File: config.mk
export PLATFORM = sky130hd
export DESIGN_NAME = bit_scan_stream
export DESIGN_NICKNAME = d
export VERILOG_FILES = /design/src/rtl/bit_scan_stream.sv
export SDC_FILE = /design/constraint.sdc
export NUM_CORES = 1
export LEC_CHECK = 0
export ABC_CLOCK_PERIOD_IN_PS = 3000
export CORE_AREA = 2 2 39 41
export DETAILED_ROUTE_END_ITERATION = 7
export DIE_AREA = 0 0 41 43
export GPL_TIMING_DRIVEN = 0
export PLACE_DENSITY = 0.75
export REMOVE_ABC_BUFFERS = 1
export SYNTH_ARGS = -nofsm -noshare
export SYNTH_HDL_FRONTEND = slang
export SYNTH_SLANG_ARGS = --single-unit
File: constraint.sdc
create_clock -name clk -period 3 [get_ports clk]
set_input_delay 0.6 -clock clk [delete_from_list [all_inputs] [get_ports clk]]
set_output_delay 0.6 -clock clk [all_outputs]
set_load 0.05 [all_outputs]
File: src/rtl/bit_scan_stream.sv
// bit_scan_stream: accepts one word at a time and streams out the index of
// every set bit, most significant first, one beat per output handshake.
// An all-zero word produces a single beat flagged empty.
//
// Optional feature: define BIT_SCAN_POPCOUNT_EN to add the out_count port,
// which carries the number of ones in the word for every beat of that word.
module bit_scan_stream #(
  parameter int WIDTH = 8,
  parameter int IDX_W = 3
) (
  input  logic             clk,
  input  logic             rst,
  input  logic             in_valid,
  output logic             in_ready,
  input  logic [WIDTH-1:0] in_data,
  output logic             out_valid,
  input  logic             out_ready,
  output logic [IDX_W-1:0] out_idx,
  output logic             out_last,
  output logic             out_empty
`ifdef BIT_SCAN_POPCOUNT_EN
  ,
  output logic [IDX_W:0]   out_count
`endif
);

  typedef enum logic {
    IDLE = 1'b0,
    EMIT = 1'b1
  } state_t;

  // Index of the highest set bit; 0 for an all-zero vector.
  function automatic logic [IDX_W-1:0] msb_idx(input logic [WIDTH-1:0] v);
    logic [IDX_W-1:0] r;
    r = '0;
    for (int i = 0; i < WIDTH; i++) begin
      if (v[i]) r = i[IDX_W-1:0];
    end
    return r;
  endfunction

  // True when exactly one bit of the vector is set.
  function automatic logic is_onehot(input logic [WIDTH-1:0] v);
    logic [WIDTH-1:0] vm1;
    vm1 = v - {{(WIDTH-1){1'b0}}, 1'b1};
    return (v != '0) && ((v & vm1) == '0);
  endfunction

`ifdef BIT_SCAN_POPCOUNT_EN
  // Number of ones in the vector.
  function automatic logic [IDX_W:0] popcnt(input logic [WIDTH-1:0] v);
    logic [IDX_W:0] c;
    c = '0;
    for (int i = 0; i < WIDTH; i++) begin
      c = c + {{IDX_W{1'b0}}, v[i]};
    end
    return c;
  endfunction
`endif

  state_t           state;
  state_t           state_nx;
  logic [WIDTH-1:0] rem_p1;
  logic [WIDTH-1:0] clr_mask;
  logic [IDX_W-1:0] top_idx;
  logic             rem_zero;
  logic             rem_one;
  logic             final_beat;
  logic             vld_p1;
  logic             in_fire;
  logic             out_fire;

  // Decode the remaining-bits register: next index, and whether this beat ends the word.
  always_comb begin
    top_idx           = msb_idx(rem_p1);
    rem_zero          = (rem_p1 == '0);
    rem_one           = is_onehot(rem_p1);
    final_beat        = rem_zero | rem_one;
    clr_mask          = '0;
    clr_mask[top_idx] = 1'b1;
  end

  // State register.
  always_ff @(posedge clk) begin
    if (rst) begin
      state <= IDLE;
    end else begin
      state <= state_nx;
    end
  end

  // Next-state logic and handshake flags; a zero word leaves after its single empty beat.
  always_comb begin
    state_nx = state;
    in_ready = 1'b0;
    vld_p1   = 1'b0;
    unique case (state)
      IDLE: begin
        in_ready = 1'b1;
        if (in_valid) state_nx = EMIT;
      end
      EMIT: begin
        vld_p1 = 1'b1;
        if (out_ready && final_beat) state_nx = IDLE;
      end
      default: state_nx = IDLE;
    endcase
  end

  assign in_fire  = in_valid & in_ready;
  assign out_fire = vld_p1 & out_ready;

  // ---- stage p1: remaining bits of the word being emitted ----
  // Load on acceptance; drop the reported bit on each output handshake, hold otherwise.
  always_ff @(posedge clk) begin
    if (rst) begin
      rem_p1 <= '0;
    end else if (in_fire) begin
      rem_p1 <= in_data;
    end else if (out_fire) begin
      rem_p1 <= rem_p1 & ~clr_mask;
    end
  end

  // Beat outputs are forced to zero whenever no beat is being presented.
  always_comb begin
    out_valid = vld_p1;
    out_idx   = vld_p1 ? top_idx : '0;
    out_last  = vld_p1 & final_beat;
    out_empty = vld_p1 & rem_zero;
  end

`ifdef BIT_SCAN_POPCOUNT_EN
  logic [IDX_W:0] cnt_p1;

  // Popcount is taken once from the accepted word and held for all of its beats.
  always_ff @(posedge clk) begin
    if (rst) begin
      cnt_p1 <= '0;
    end else if (in_fire) begin
      cnt_p1 <= popcnt(in_data);
    end
  end

  // Count is only visible while a beat is presented.
  always_comb begin
    out_count = vld_p1 ? cnt_p1 : '0;
  end
`endif

endmodule

==> results of run 1 <==
[worst max-delay path: stages, from the launching register on]
cell,delay [ns]
sky130_fd_sc_hd__dfxtp_1,0.34
sky130_fd_sc_hd__nor3_1,0.24
sky130_fd_sc_hd__a21boi_0,0.20
sky130_fd_sc_hd__a2bb2oi_1,0.24
sky130_fd_sc_hd__and2_1,0.16
sky130_fd_sc_hd__clkdlybuf4s50_1,0.80
[flip-flops by register name, indices dropped and copies added (netlist names)]
signal  count
rem_p1      8
state       1
[worst max-delay path by stage]
stage	startpoint	end	slack [ns]	cells after the start
6_report	rem_p1[0]$_SDFFE_PP0P_	out_last	0.15	5
5_1_grt	rem_p1[2]$_SDFFE_PP0P_	out_last	0.02	5
4_1_cts	rem_p1[2]$_SDFFE_PP0P_	out_last	0.13	5
3_5_place_dp	rem_p1[2]$_SDFFE_PP0P_	out_last	0.42	5
3_3_place_gp	rem_p1[0]$_SDFFE_PP0P_	out_last	0.47	5
2_1_floorplan	state$_SDFF_PP0_	out_empty	0.19	2
[where the power goes]
part	internal (mW)	switching, mW	total (mW)	leakage [nW]
Combinational	0.0526	0.0652	0.118	0.175
Sequential	0.128	0.0160	0.144	0.0740
Clock	0.0514	0.0437	0.0951	0.0150
Total	0.232	0.125	0.356	0.264
[layout by cell type (no fill, tap or decap)]
cell type                         count
sky130_fd_sc_hd__and2_1               1
sky130_fd_sc_hd__dfxtp_1              9
sky130_fd_sc_hd__or3_1                1
sky130_fd_sc_hd__maj3_2               1
sky130_fd_sc_hd__nand3_1              2
sky130_fd_sc_hd__nor4_4               1
sky130_fd_sc_hd__nor2b_1              2
sky130_fd_sc_hd__inv_1                1
sky130_fd_sc_hd__a311oi_1             1
sky130_fd_sc_hd__clkdlybuf4s50_1     18
sky130_fd_sc_hd__o21ai_1              4
sky130_fd_sc_hd__a21oi_1              7
sky130_fd_sc_hd__o211ai_1             2
sky130_fd_sc_hd__o21a_1               1
sky130_fd_sc_hd__nor3_1               5
sky130_fd_sc_hd__o21ai_0              1
sky130_fd_sc_hd__nand2_1              8
sky130_fd_sc_hd__a21boi_0             1
sky130_fd_sc_hd__clkbuf_4             3
sky130_fd_sc_hd__nand3b_1             8
sky130_fd_sc_hd__nor2_1               3
sky130_fd_sc_hd__a2bb2oi_1            1
sky130_fd_sc_hd__o31a_1               1
sky130_fd_sc_hd__clkbuf_1             1
sky130_fd_sc_hd__nand4_1              2
sky130_fd_sc_hd__o21bai_2             1
sky130_fd_sc_hd__o311ai_1             1
sky130_fd_sc_hd__nor3b_1              2
sky130_fd_sc_hd__inv_2                1
[per-layer routing]
layer	track usage (%)	up-vias
met5	0	-
met4	16.0	0
met3	1.57	6
met2	26.9	29
met1	23.9	284
li1	-	303
[layout make-up]
cell class / instances / area (sq um) / share of cell area (%)
multi-input combinational: 57 / 358 / 46.4
tap: 16 / 20.0 / 2.59
timing repair buffer: 18 / 180 / 23.3
clock buffer: 4 / 26.3 / 3.40
sequential: 9 / 180 / 23.3
inverter: 2 / 7.51 / 0.972
[cells by family after synthesis]
logic type | synth area share [%]
flip-flops | 32.0
adder cells (fa/ha/maj) | 2.00
AO/OA/AOI/OAI | 24.2
buffers and inverters | 4.44
AND/OR/NAND/NOR | 37.3
[stage by stage]
stage / cell area, sq um / total power [mW]
3_3_place_gp: 746 / 0.263
2_1_floorplan: 546 / 0.220
6_report: 772 / 0.356
5_1_grt: 772 / 0.379
4_1_cts: 772 / 0.363
3_5_place_dp: 746 / 0.264
==> run metrics, run 1 <==
first-pass GRT wire length=2.25 mm; fraction of the cycle the final worst path needs=94.9%; transition time at the pin with the least slew margin=0.593 ns; area of the mapped netlist=563 sq um; Port-buffer cells=18; worst hold endpoint=rem_p1[0]$_SDFFE_PP0P_; overall overflow remaining after global route=0; standard cell core area=1380 sq um; violation count after the first detailed-route iteration=23; GRT Resource Usage Total=18.8%; Area Overhead vs Synth=37.1%; dpl cells=102; dominant register cell in the synthesized netlist=sky130_fd_sc_hd__dfxtp_1; num ports=19; leading area contributor after synthesis=sky130_fd_sc_hd__dfxtp_1; Setup crit start kind=flop; setup repair after global routing missed its margin=false; proportion of synthesized flip-flops having asynchronous set or reset=0%; per-cell routed wire length=12.7 um; Max IR drop VDD=0.000180 V; maximum clock insertion buffer count=2; startpoint of the worst register-to-register path=rem_p1[4]$_SDFFE_PP0P_; via-per-instance ratio=5.87; DR WL met3=85 um; number of filler instances in the final layout=146; final hold violations=0; capture instance of the worst register-to-register path=rem_p1[0]$_SDFFE_PP0P_; layout cells sized above 1=7.78%; CTS clock-pin slew for the worst setup and hold paths=0.06 ns; clock buffers created by TritonCTS=3; routed length on met2=623 um; Register-to-Register Setup Slack=1.68 ns; Hold-fix buffers, CTS=0; antenna diode instance count=0; overall die width=41 um; Post-CTS Resized=0; vias after detailed routing=622; type of the worst min-delay path=flop to flop; total number of H-tree levels=1; initial core utilization=40.7%; Finished Layout Cells=106; FMAX=0.351 GHz; total routed wirelength=1.34 mm; post-route worst setup slack=0.152 ns; synthesized netlist cell count=72; Static Leak=0.264 nW; Initial DRT Pass Iterations=4; mean area per synthesized cell=7.82 sq um; arrival time at the worst endpoint=2.25 ns; number of library cell types mapped by synthesis=28; Final GP Congestion=0.811; leading post-synthesis cells by instance count=9 x sky130_fd_sc_hd__dfxtp_1, 8 x sky130_fd_sc_hd__nand2_1, 8 x sky130_fd_sc_hd__nand3b_1, 7 x sky130_fd_sc_hd__a21oi_1, 5 x sky130_fd_sc_hd__nor3_1; CTS root buf=sky130_fd_sc_hd__clkbuf_4; top routing layer in use=met4; time the final worst path needs with I/O delays and setup=2.85 ns; drt drc=0; biggest area contributors in the synthesized netlist=sky130_fd_sc_hd__dfxtp_1 32%, sky130_fd_sc_hd__nand3b_1 11%, sky130_fd_sc_hd__a21oi_1 6.2%; biggest fanout along the worst timing path=4; kind of capture point of the worst setup path=output pin; CTS tree=yes; number of synthesized flops with an enable pin=0; Post-DP HPWL=978 um; Critical Path RT=2.40 ns; number of antenna violations at the first check in global routing=0; number of post-CTS setup repair buffers=0; path type of the worst setup path=flop to output pin; height of the die=43 um; vias in the first global route=524; maximum number of pins on one net before global-route repair=14; final setup skew=0.000449 ns; max capacitance violation total=0; number of cells traversed by the worst hold path=2; register area share after synthesis=32.0%; Final Net Count=103; Setup Slack @ Placement=0.422 ns; remaining max-slew budget at the tightest pin=60.4%; post-route met1 wirelength=572 um; Hold Startpoint=rem_p1[0]$_SDFFE_PP0P_; number of warnings printed during yosys synthesis=0; clock sinks=9; run status=complete, no violations; Slew Limit Fails=0; total of flip-flops plus latches after synthesis=9; number of nets with antenna violations after routing=0; # rows=14; source-to-sink clock delay at the later pin of the worst-skew pair=0.26 ns; cell with the most instances after synthesis=sky130_fd_sc_hd__dfxtp_1; power per cell area=462 nW/um^2; number of cells on the worst reg-to-reg path=4; Total Negative Setup Slacks=0 ns; DIE AREA=1760 sq um; final setup violating endpoints=0; post-route core utilization=55.8%; fraction of synthesized cell area taken by the top area cell type=32.0%; Post-Route Hold Slack=0.532 ns
(Power assumes the default switching activity.)
==> run 2, diff against run 1 <==
CELL_PAD_IN_SITES_DETAIL_PLACEMENT = 0   (was not set)
CELL_PAD_IN_SITES_GLOBAL_PLACEMENT = 2   (was not set)
CORE_AREA = not set   (was 2 2 39 41)
CORE_MARGIN = 2   (was not set)
CORE_UTILIZATION = 25   (was not set)
DIE_AREA = not set   (was 0 0 41 43)
PLACE_DENSITY = not set   (was 0.75)
PLACE_DENSITY_LB_ADDON = 0.1   (was not set)
==> run 2 against run 1 <==
  * Die area grew 50%
  * Routed wire length increased by 9.7%
  * Critical path depth unchanged
  * Sequential power is essentially flat
  * Highest routed layer unchanged
  * Largest power group unchanged
  * Critical path type unchanged
  * Maximum frequency is 0.84% higher
  * First-iteration DRC count fell by 43%
==> run metrics, run 2 (synthesized netlist as in run 1, its figures left out) <==
run status=complete, no violations; fraction of the cycle the final worst path needs=94.1% (-0.79 points); final hold violations=0 (unchanged); number of post-CTS setup repair buffers=0 (unchanged); overall die width=51.5 um (+25%); DIE AREA=2650 sq um (+50%); Total Negative Setup Slacks=0 ns (unchanged); Initial DRT Pass Iterations=5 (+1); total number of H-tree levels=1 (unchanged); overall overflow remaining after global route=0 (unchanged); first-pass GRT wire length=2.43 mm (+8.0%); Post-DP HPWL=1.06 mm (+8.2%); source-to-sink clock delay at the later pin of the worst-skew pair=0.26 ns (about the same); Post-Route Hold Slack=0.542 ns (+0.0103 ns); Finished Layout Cells=118 (+11%); antenna diode instance count=0 (unchanged); Max stage delay on crit path=0.79 ns (about the same); clock buffers created by TritonCTS=3 (unchanged); Hold-fix buffers, CTS=0 (unchanged); clock sinks=9 (unchanged); setup repair after global routing missed its margin=false; type of the worst min-delay path=flop to flop; final setup violating endpoints=0 (unchanged); Slew Limit Fails=0 (unchanged); max capacitance violation total=0 (unchanged); Setup crit start kind=flop; Post-CTS Resized=0 (unchanged); Crit-path slowest cell=sky130_fd_sc_hd__clkdlybuf4s50_1; Port-buffer cells=18 (unchanged); Critical Path RT=2.40 ns (about the same); chain of cells forming the critical path=nor3_1, a21boi_0, a2bb2oi_1, and2_1, clkdlybuf4s50_1; maximum number of pins on one net before global-route repair=14 (unchanged); final setup skew=0.00400 ns (+0.00355 ns); num ports=19 (unchanged); power per cell area=457 nW/um^2 (-1.1%); largest registers=rem_p1 x8, state x1; Setup Slack @ Placement=0.446 ns (+0.0236 ns); initial core utilization=26.0% (-15 points); number of nets with antenna violations after routing=0 (unchanged); # rows=17 (+3); number of antenna violations at the first check in global routing=0 (unchanged); drt drc=0 (unchanged); dpl cells=114 (+12%); CTS root buf=sky130_fd_sc_hd__clkbuf_4; most common cell after layout, fill and taps aside=sky130_fd_sc_hd__clkdlybuf4s50_1; maximum clock insertion buffer count=2 (unchanged); GRT Resource Usage Total=13.1% (-5.7 points); remaining max-slew budget at the tightest pin=55.4% (-5.0 points); per-cell routed wire length=12.5 um (-1.5%); Static Leak=0.264 nW (unchanged); flip-flop count of the largest register after layout=8 (unchanged); kind of capture point of the worst setup path=output pin; layout cells sized above 1=7.78% (unchanged); standard cell core area=2170 sq um (+57%); commonest non-fill, non-tap cells in the layout=18 x sky130_fd_sc_hd__clkdlybuf4s50_1, 9 x sky130_fd_sc_hd__dfxtp_1, 8 x sky130_fd_sc_hd__nand2_1, 8 x sky130_fd_sc_hd__nand3b_1, 7 x sky130_fd_sc_hd__a21oi_1; CTS tree=yes; height of the die=51.5 um (+20%); violation count after the first detailed-route iteration=13 (-43%); vias after detailed routing=590 (-5.1%); Area Overhead vs Synth=39.8%; transition time at the pin with the least slew margin=0.667 ns (+0.0744 ns); CTS clock-pin slew for the worst setup and hold paths=0.06 ns (about the same); Max IR drop VDD=0.000190 V (+5.7%); post-route worst setup slack=0.176 ns (+0.0238 ns); FMAX=0.354 GHz (+0.84%); number of filler instances in the final layout=257 (+76%); Final Net Count=103 (unchanged); vias in the first global route=523 (-0.19%); biggest fanout along the worst timing path=4 (unchanged); via-per-instance ratio=5.00 (-15%); time the final worst path needs with I/O delays and setup=2.82 ns (-0.0238 ns); register containing the most flip-flops in the final layout=rem_p1; total routed wirelength=1.47 mm (+9.7%); post-route core utilization=36.3% (-20 points); arrival time at the worst endpoint=2.22 ns (-0.03 ns); Final GP Congestion=0.742 (-8.4%); path type of the worst setup path=flop to output pin
==> run 2: cell counts in the layout (fill, tap and decap cells not counted) <==
No cell type changed its count.
==> run 2: area by class of cell <==
cell class,count,area (sq um),area share (%)
Multi-Input combinational cell,57,358,45.5
Sequential cell,9,180,22.9
Timing Repair Buffer,18,180,22.9
Tap cell,28,35.0,4.45
Clock buffer,4,26.3,3.34
Inverter,2,7.51,0.954
==> run 2: per-stage QoR <==
stage | power (mW) | instance area [sq um]
global route | 0.382 | 787
CTS | 0.364 | 787
finish | 0.360 | 787
detailed placement | 0.266 | 761
floorplan | 0.220 | 546
global placement | 0.267 | 761
==> run 2: where the power goes <==
group | switching [mW] | internal (mW) | total [mW]
Combinational | 0.0661 | 0.0526 | 0.119
Clock | 0.0454 | 0.0514 | 0.0968
Sequential | 0.0165 | 0.128 | 0.144
Total | 0.128 | 0.232 | 0.360
==> run 2: path summary, 6_finish.rpt <==
path,depth (start not counted),startpoint,slack [ns],endpoint
min,2,rem_p1[0]$_SDFFE_PP0P_,0.54,rem_p1[0]$_SDFFE_PP0P_
min reg2reg,2,rem_p1[0]$_SDFFE_PP0P_,0.54,rem_p1[0]$_SDFFE_PP0P_
max,5,rem_p1[0]$_SDFFE_PP0P_,0.18,out_last
max reg2reg,4,rem_p1[4]$_SDFFE_PP0P_,1.62,rem_p1[0]$_SDFFE_PP0P_
==> run 2: metal layers <==
metal / GRT usage, % / wire (um) / share of wire, %
met5: 0 / 0 / 0
met4: 9.21 / 34 / 2.3
met3: 3.80 / 87 / 5.9
met2: 19.0 / 616 / 42
met1: 16.3 / 734 / 50
==> run 2: worst max-delay path, delay by kind of cell, from the launching register on <==
family / cells / cell delay (ns)
flops: 1 / 0.35
simple gates: 2 / 0.39
compound gates: 2 / 0.44
buf+inv: 1 / 0.79
